==> src/rtl/seg7_pkg.sv <==
// rtl/seg7_pkg.sv - shared segment pattern constants, FSM encoding and helpers for the scan reader
package seg7_pkg;

  typedef logic [0:6] seg7_pat_t;

  localparam int SEG_A = 0;
  localparam int SEG_B = 1;
  localparam int SEG_C = 2;
  localparam int SEG_D = 3;
  localparam int SEG_E = 4;
  localparam int SEG_F = 5;
  localparam int SEG_G = 6;

  // Index 0 of a pattern is segment a, so the literals read a..g left to right.
  localparam seg7_pat_t SEG_HEX [0:15] = '{
    7'b1111110, 7'b0110000, 7'b1101101, 7'b1111001,
    7'b0110011, 7'b1011011, 7'b1011111, 7'b1110010,
    7'b1111111, 7'b1111011, 7'b1110111, 7'b0011111,
    7'b1001110, 7'b0111101, 7'b1001111, 7'b1000111
  };
  localparam seg7_pat_t SEG_BLANK = 7'b0000000;

  localparam logic [1:0] ST_WAIT   = 2'd0;
  localparam logic [1:0] ST_COUNT  = 2'd1;
  localparam logic [1:0] ST_LOCKED = 2'd2;

  function automatic int onehot_index(input logic [31:0] v);
    int idx;
    idx = 0;
    for (int k = 0; k < 32; k++) begin
      if (v[k]) idx = k;
    end
    return idx;
  endfunction

endpackage

==> src/rtl/seg7_pattern_decode.sv <==
// rtl/seg7_pattern_decode.sv - combinational segment pattern to hex / blank classifier
module seg7_pattern_decode
  import seg7_pkg::*;
(
  input  seg7_pat_t  i_seg,
  output logic [3:0] o_hex,
  output logic       o_is_hex,
  output logic       o_is_blank
);

  always_comb begin
    o_hex    = 4'd0;
    o_is_hex = 1'b0;
    for (int k = 0; k < 16; k++) begin
      if (i_seg == SEG_HEX[k]) begin
        o_hex    = 4'(k);
        o_is_hex = 1'b1;
      end
    end
    o_is_blank = (i_seg == SEG_BLANK);
  end

endmodule

==> src/rtl/seg7_scan_reader.sv <==
// rtl/seg7_scan_reader.sv - snoops a multiplexed 7-segment bus and recovers the hex value per digit
module seg7_scan_reader
  import seg7_pkg::*;
#(
  parameter int COMMON_ANODE  = 0,
  parameter int N_DIGITS      = 4,
  parameter int STABLE_CYCLES = 4
) (
  input  logic                        clk,
  input  logic                        rst,
  input  logic [0:6]                  seg_in,
  input  logic [N_DIGITS-1:0]         an_in,
  output logic [4*N_DIGITS-1:0]       digits,
  output logic [N_DIGITS-1:0]         digit_valid,
  output logic                        upd,
  output logic [$clog2(N_DIGITS)-1:0] upd_idx,
  output logic                        err
);

  localparam int   IDX_W = $clog2(N_DIGITS);
  localparam int   CNT_W = $clog2(STABLE_CYCLES + 1);
  localparam logic INV   = (COMMON_ANODE != 0);
  localparam logic [CNT_W-1:0] CNT_MAX = CNT_W'(STABLE_CYCLES);

  seg7_pat_t                  r_seg_q;
  logic [N_DIGITS-1:0]        r_an_q;
  logic [CNT_W-1:0]           r_cnt;
  logic [1:0]                 r_state;
  logic [N_DIGITS-1:0][3:0]   r_digits;
  logic [N_DIGITS-1:0]        r_valid;
  logic                       r_upd;
  logic [IDX_W-1:0]           r_upd_idx;
  logic                       r_err;

  seg7_pat_t                  w_seg_n;
  logic [N_DIGITS-1:0]        w_an_n;
  logic                       w_an_onehot;
  logic                       w_changed;
  logic                       w_capture;
  logic [IDX_W-1:0]           w_idx;
  logic [3:0]                 w_hex;
  logic                       w_is_hex;
  logic                       w_is_blank;
  logic [CNT_W-1:0]           w_cnt_nxt;
  logic [1:0]                 w_state_nxt;

  assign w_seg_n     = seg_in ^ {7{INV}};
  assign w_an_n      = an_in ^ {N_DIGITS{INV}};
  assign w_an_onehot = $onehot(w_an_n);
  assign w_changed   = {w_seg_n, w_an_n} != {r_seg_q, r_an_q};
  // The registered pair has been seen STABLE_CYCLES times; capture it even if the bus moves on now.
  assign w_capture   = (r_state == ST_COUNT) && (r_cnt == CNT_MAX);
  assign w_idx       = IDX_W'(onehot_index(32'(r_an_q)));

  seg7_pattern_decode u_decode (
    .i_seg      (r_seg_q),
    .o_hex      (w_hex),
    .o_is_hex   (w_is_hex),
    .o_is_blank (w_is_blank)
  );

  // Next state is judged on the pair about to be registered, so WAIT always means r_an_q is not one-hot.
  always_comb begin
    w_state_nxt = r_state;
    w_cnt_nxt   = r_cnt;
    if (!w_an_onehot) begin
      w_state_nxt = ST_WAIT;
      w_cnt_nxt   = '0;
    end else if (w_changed) begin
      w_state_nxt = ST_COUNT;
      w_cnt_nxt   = CNT_W'(1);
    end else begin
      if (w_capture) w_state_nxt = ST_LOCKED;
      if (r_cnt != CNT_MAX) w_cnt_nxt = r_cnt + CNT_W'(1);
    end
  end

  always_ff @(posedge clk) begin
    if (rst) begin
      r_seg_q   <= '0;
      r_an_q    <= '0;
      r_cnt     <= '0;
      r_state   <= ST_WAIT;
      r_digits  <= '0;
      r_valid   <= '0;
      r_upd     <= 1'b0;
      r_upd_idx <= '0;
      r_err     <= 1'b0;
    end else begin
      r_seg_q <= w_seg_n;
      r_an_q  <= w_an_n;
      r_cnt   <= w_cnt_nxt;
      r_state <= w_state_nxt;
      r_upd   <= w_capture;
      r_err   <= w_capture && !w_is_hex && !w_is_blank;
      if (w_capture) begin
        r_upd_idx <= w_idx;
        if (w_is_hex) begin
          r_digits[w_idx] <= w_hex;
          r_valid[w_idx]  <= 1'b1;
        end else if (w_is_blank) begin
          r_digits[w_idx] <= 4'd0;
          r_valid[w_idx]  <= 1'b0;
        end else begin
          r_valid[w_idx]  <= 1'b0;
        end
      end
    end
  end

  assign digits      = r_digits;
  assign digit_valid = r_valid;
  assign upd         = r_upd;
  assign upd_idx     = r_upd_idx;
  assign err         = r_err;

endmodule

==> config.mk <==
export PLATFORM = sky130hd
export DESIGN_NAME = seg7_scan_reader
export DESIGN_NICKNAME = d
export VERILOG_FILES = /design/src/rtl/seg7_pkg.sv /design/src/rtl/seg7_pattern_decode.sv /design/src/rtl/seg7_scan_reader.sv
export SDC_FILE = /design/constraint.sdc
export NUM_CORES = 1
export LEC_CHECK = 0
export CORE_UTILIZATION = 58
export CTS_BUF_LIST = sky130_fd_sc_hd__clkbuf_8
export DETAILED_ROUTE_END_ITERATION = 6
export PLACE_DENSITY = 0.83
export SLEW_MARGIN = 20
export SYNTH_ARGS = -nofsm -noshare
export SYNTH_HDL_FRONTEND = slang
export SYNTH_SLANG_ARGS = --single-unit
export TNS_END_PERCENT = 20
==> constraint.sdc <==
create_clock -name clk -period 7.71 [get_ports clk]
set_input_delay 1.9275 -clock clk [delete_from_list [all_inputs] [get_ports clk]]
set_output_delay 1.9275 -clock clk [all_outputs]
set_load 0.005 [all_outputs]
After elaboration in Yosys (flattened, before gate mapping)
Cells that the tools add are included.
- register bits: 40
- input port bits: 13
- output and inout port bits: 24
- logic and storage cells: 106
- add/subtract/negate cells: 4
- magnitude comparators: 2
- equality and inequality tests: 21
- multiplexer cells: 46
- bitwise logic cells: 6
- reduce and logical (&&, ||, !) cells: 13
- operators with widths (operator ; number):
    $eq A7 B7 Y1 const B ; 12
    $mux W4 ; 10
    $mux W16 ; 2
    $mux W1 ; 23
    $eq A7 B6 Y1 const B ; 3
    $and A16 B16 Y16 ; 1
    $bwmux W16 ; 1
    $not A16 Y16 ; 1
    $mux W3 ; 4
    $ne A11 B11 Y1 ; 1
    $demux W4 S2 ; 1
    $mux W2 ; 4
    $eq A7 B5 Y1 const B ; 1
    $logic_not A7 Y1 ; 1
    $reduce_bool A2 Y1 ; 3
    $add A1 B1 Y2 ; 2
    $and A4 B4 Y4 ; 1
    $logic_and A1 B1 Y1 ; 4
    $not A4 Y4 ; 1
    $or A4 B4 Y4 ; 1
    $add A2 B2 Y3 ; 1
    $add A3 B1 Y3 const B ; 1
    $eq A3 B1 Y1 const B ; 1
    $eq A3 B3 Y1 const B ; 1
    other kinds (10) ; 11

Logic depth before layout (Yosys ltp)
- word-level depth: 20
- gate-level depth with buffers: 8

Modules after synthesis
Synthesis repeated with hierarchy kept, for this count alone.
- cells, all modules: 225
- area, all modules: 1939.4 um^2
- modules (own cells, without submodules) (module ; instances ; cells an instance ; area each (um^2)):
    seg7_scan_reader ; 1 ; 168 ; 1609.0
    seg7_pattern_decode ; 1 ; 57 ; 330.3

Least setup slack after synthesis
Ideal clock, no wire load.
- kind: input -> register
- from: input an_in[0]
- to: register r_cnt[2]
- data arrival time: 3979 ps
- required time: 7632 ps
- path slack: 3654 ps
- stages: 8
- buffers on the path: 0
- cell sequence: inv_1 > fa_1 > inv_1 > ha_1 > ha_1 > or4b_2 > nand2b_1 > nor3_1
- longest elaborated chain between the ends: 5
- elaborated cells between the ends (all ways): 6
- classes of those cells: 2 x add/sub; 2 x eq/ne; 1 x bitwise; 1 x reduce/logical
- RTL lines (item ; RTL line ; text):
    start: declaration ; seg7_scan_reader.sv:12 ; input logic [N_DIGITS-1:0] an_in,
    $add A1 B1 Y2 (implied by the code) ; seg7_scan_reader.sv:49 ; assign w_an_onehot = $onehot(w_an_n);
    $add A2 B2 Y3 (implied by the code) ; seg7_scan_reader.sv:49 ;
    $eq A3 B1 Y1 ; seg7_scan_reader.sv:49 ;
    $not A1 Y1 (no source line) ; n/a ;
    $reduce_or A3 Y1 (no source line) (*) ; n/a ;
    end signal: assignment ; seg7_scan_reader.sv:92 ; r_cnt <= w_cnt_nxt;
    end: declaration ; seg7_scan_reader.sv:27 ; logic [CNT_W-1:0] r_cnt;
Every way passes the cells marked *; elsewhere a longest branch is shown, timed or not.
A chain may end at the register's enable or synchronous reset.

Final worst setup path
Ends and elaborated chain as after synthesis.

==> results by stage <==
Timing:
- For the final routed database, the setup TNS stands at 0 ns.
- Setup repair after global routing left no endpoint under its margin.
- The number of hold violations in the final report came to 0.
- Timing would allow up to around 230 MHz.
- The clock period could shrink to ~4.4 ns.
- The worst setup skew after layout is slightly above 0.005 ns.
- The number of pins with negative max-slew slack in the final report was 0.
- After layout, the worst path uses about 57% of the clock period.
- Setup violations remaining at the end of the flow were counted as 0.
- For the pin with the worst max-slew slack, the measured transition is about 0.75 ns.
- The worst pin sits at a relative slew slack of about half.

Pwr:
- The design draws approximately 0.38 mW.
- In this run the power density over the cells is 156 mW/mm^2.
- The worst-case IR drop observed on VDD is 120 uV.
- The static leakage is between 0.8 and 0.9 nW.

Worst setup path:
- Tracing the worst setup path back leads to its startpoint at an_in[0].
- Traced cell by cell, the critical path runs through clkdlybuf4s50_1 -> inv_1 -> fa_1 -> inv_1 -> ha_1 -> ha_1 -> or4b_2 -> nand2b_1 -> nor3_1.
- For this run, the slowest stage of the critical path takes 0.70 ns.
- The launch point of the worst reg-to-reg path is r_seg_q[6]$_SDFF_PP0_.
- The slowest cell on the critical path is or4b_2.
- For the worst setup path, the data required time is roughly 7.9 ns.
- The worst setup path is captured at a register.
- By startpoint and endpoint, the worst setup path is classified as in -> reg.
- The worst setup path is launched from a primary input.
- The maximum fanout encountered on the critical timing path is 3.
- The worst setup slack for register-to-register paths is approximately 5.3 ns.
- The arrival time of the worst setup path is 4.63 ns.

Placement:
- The detailed placement HPWL is 2960 um.
- Port buffering added 36 buffers.
- At the end of routability-driven placement, the weighted congestion stood at 0.873.

CTS:
- The setup fix buffers added after clock tree synthesis is 0.
- The clock transition at the registers of the reported paths is 0.07 ns.
- The longest clock path from root to sink contains 2 buffers.
- Buffers inserted to repair hold after CTS numbered 0.
- The maximum level of the CTS H-tree is 2.
- The tree is rooted in a clkbuf_8.
- Counting the buffers created by CTS gives 5.
- TritonCTS built the clock tree.
- The TritonCTS sink count is 40.
- The worst-skew pair later-pin latency is between 0.2 and 0.3 ns.
- The post-cts sizing count is 0.

Floorplan:
- Measured along the y axis, the die boundary spans between 60 and 70 um.
- The top-level I/O count is 37.
- The initial core utilization is approximately three fifths.
- Measured along the x axis, the die boundary spans 61.3 um.
- After floorplanning, the core was sized to cover about 0.0034 mm^2.
- The area enclosed by the die boundary is 0.00376 mm^2.
- The number of placement rows is 21.

Synth:
- Ranked by instance count, the synthesized netlist is headed by dfxtp_1, nand2_1, nor2_1, xnor2_1, inv_1.
- The mapped cell area is between 0.002 and 0.0025 mm^2.
- The most common cell in the netlist is dfxtp_1.
- In this run, synthesis inferred 0 flip-flops with an integrated enable.
- The number of register bits inferred by synthesis is 40.
- After synthesis, the cell types taking the most area are dfxtp_1, xnor2_1, nand2_1.
- After synthesis, flip-flops and latches occupy about two fifths of the total area.
- The primary flip-flop cell chosen by synthesis mapping is dfxtp_1.
- Summed over all instances, the cell type with the most area after synthesis is dfxtp_1.
- The post-synthesis average cell area is 9.10 um^2.
- The net count after synthesis is ~240.
- Synthesis handed over a netlist of approximately 220 instances.
- Summed over its instances, the top area cell type makes up around two fifths of the synthesized netlist area.
- The total of warnings raised by yosys is 0.
- Counting flops with an async set or reset pin after synthesis yields a share of 0%.
- Yosys mapped the design onto 47 distinct sky130hd cell types.

Routing:
- The detailed-router iteration count before antenna repair is 4.
- The routed layout has around 1700 vias.
- The detailed router finished its first iteration with 67 violations.
- The DRC violations left is 0.
- The total wire length after detailed routing is around 4100 um.
- In the final routed layout, each cell accounts on average for 13.5 um.
- The remaining number of nets flagged by the antenna check after routing is 0.
- The via-per-instance ratio is roughly 5.6.

Finish:
- The ratio of cells with drive above 1 in the final layout is between 6 and 7%.
- The number of antenna diodes in the final layout is 0.
- The final-stage net count is 272.
- The relative area change from synthesis to final layout is 20.4%.

Global route:
- The first-pass GRT wire length is 6890 um.
- The number of global-route vias before repair is ~1500.
- The maximum number of pins on one net before global-route repair is 29.
- In the global route stage, overall resource usage came out at ~25%.
- After global routing the overflow that remains totals 0.
- The number of antenna violations at the first check in global routing is 0.

Job:
- The tool flagged a number of max-cap violations equal to 0.

Hold path:
- The worst hold path begins at digits[0]$_SDFFE_PP0P_.
- The tightest min-delay check is of the reg -> reg type.

Outcome:
- The flow ran to the end, and the final reports show no timing, DRC or antenna violations.
[area by class of cell]
type | instances | area (um^2)
fillers | 283 | 908
inverters | 14 | 52.6
clock inverters | 2 | 8.76
clock buffers | 5 | 68.8
flip-flops and latches | 40 | 801
repair buffers | 37 | 368
well taps | 46 | 57.6
multi-input cells | 156 | 1100
[worst max-delay path: cells and delay by family]
family	cells	cell delay (ns)
adder cells (fa/ha/maj)	3	0.98
buffers and inverters	3	0.61
AND/OR/NAND/NOR	3	1.12
[report_power, final]
group / switching, mW / internal, mW
logic: 0.0167 / 0.0185
clock network: 0.0660 / 0.0601
registers: 0.0100 / 0.211
total: 0.0928 / 0.289
[path summary, 6_finish.rpt]
kind                       endpoint  cells past startpoint
max           r_cnt[2]$_SDFFE_PP0P_                      9
min reg2reg  digits[0]$_SDFFE_PP0P_                      2
min          digits[0]$_SDFFE_PP0P_                      2
max reg2reg  digits[3]$_SDFFE_PP0P_                      6
[logic make-up (layout without fill, tap and decap cells)]
group	after synthesis	after routing	share of synthesized area, %
buf+inv	28	58	6.81
mux	8	8	3.93
xor+xnor	15	15	6.45
compound gates	37	37	15.6
fa+ha+maj	5	5	3.44
simple gates	91	91	24.5
flops	40	40	39.3
[registers in the layout (all words and copies together) (netlist names), named ones only]
signal   flops
upd_idx      2
upd          1
r_an_q       4
r_seg_q      7
r_cnt        3
r_state      2
err          1
digits      16
[cell usage in the layout, fill, tap and decap left out, types with 2 or more instances in the layout]
| master | n |
|---|---|
| o32ai_1 | 8 |
| mux2i_1 | 8 |
| a211oi_1 | 4 |
| clkbuf_8 | 5 |
| nand3_1 | 6 |
| inv_1 | 15 |
| nand2_1 | 24 |
| ha_1 | 4 |
| nand4_1 | 6 |
| dfxtp_1 | 40 |
| clkdlybuf4s50_1 | 36 |
| nor2_1 | 15 |
| nand3b_1 | 2 |
| nor2b_1 | 8 |
| nor4_1 | 3 |
| a311oi_1 | 2 |
| or3b_1 | 2 |
| nor3_1 | 6 |
| o21a_1 | 2 |
| nand2b_1 | 6 |
| a21oi_4 | 4 |
| a21oi_1 | 10 |
| xnor2_1 | 15 |
[per-layer routing]
| metal | share of wire [%] | GRT usage (%) | routed length (um) |
|---|---|---|---|
| met1 | 47 | 34.4 | 1920 |
| met2 | 47 | 38.0 | 1900 |
| met3 | 4.7 | 6.51 | 190 |
| met4 | 1.1 | 10.4 | 43 |
| met5 | 0 | 0 | 0 |
[stage by stage]
step | std cells | util, % | worst slack (ns) | cell area [um^2] | hold slack [ns]
after floorplan | 224 | - | 3.65 | 2040 | 0.433
after global placement | 293 | 70.7 | 3.08 | 2380 | 0.442
after detailed placement | 293 | 70.7 | 2.97 | 2380 | 0.448
after CTS | 300 | 73.0 | 3.28 | 2450 | 0.459
after global routing | 300 | 73.0 | 3.20 | 2450 | 0.483
final | 300 | 73.0 | 3.29 | 2450 | 0.455
Note: power is estimated with default switching activity, not from simulation.
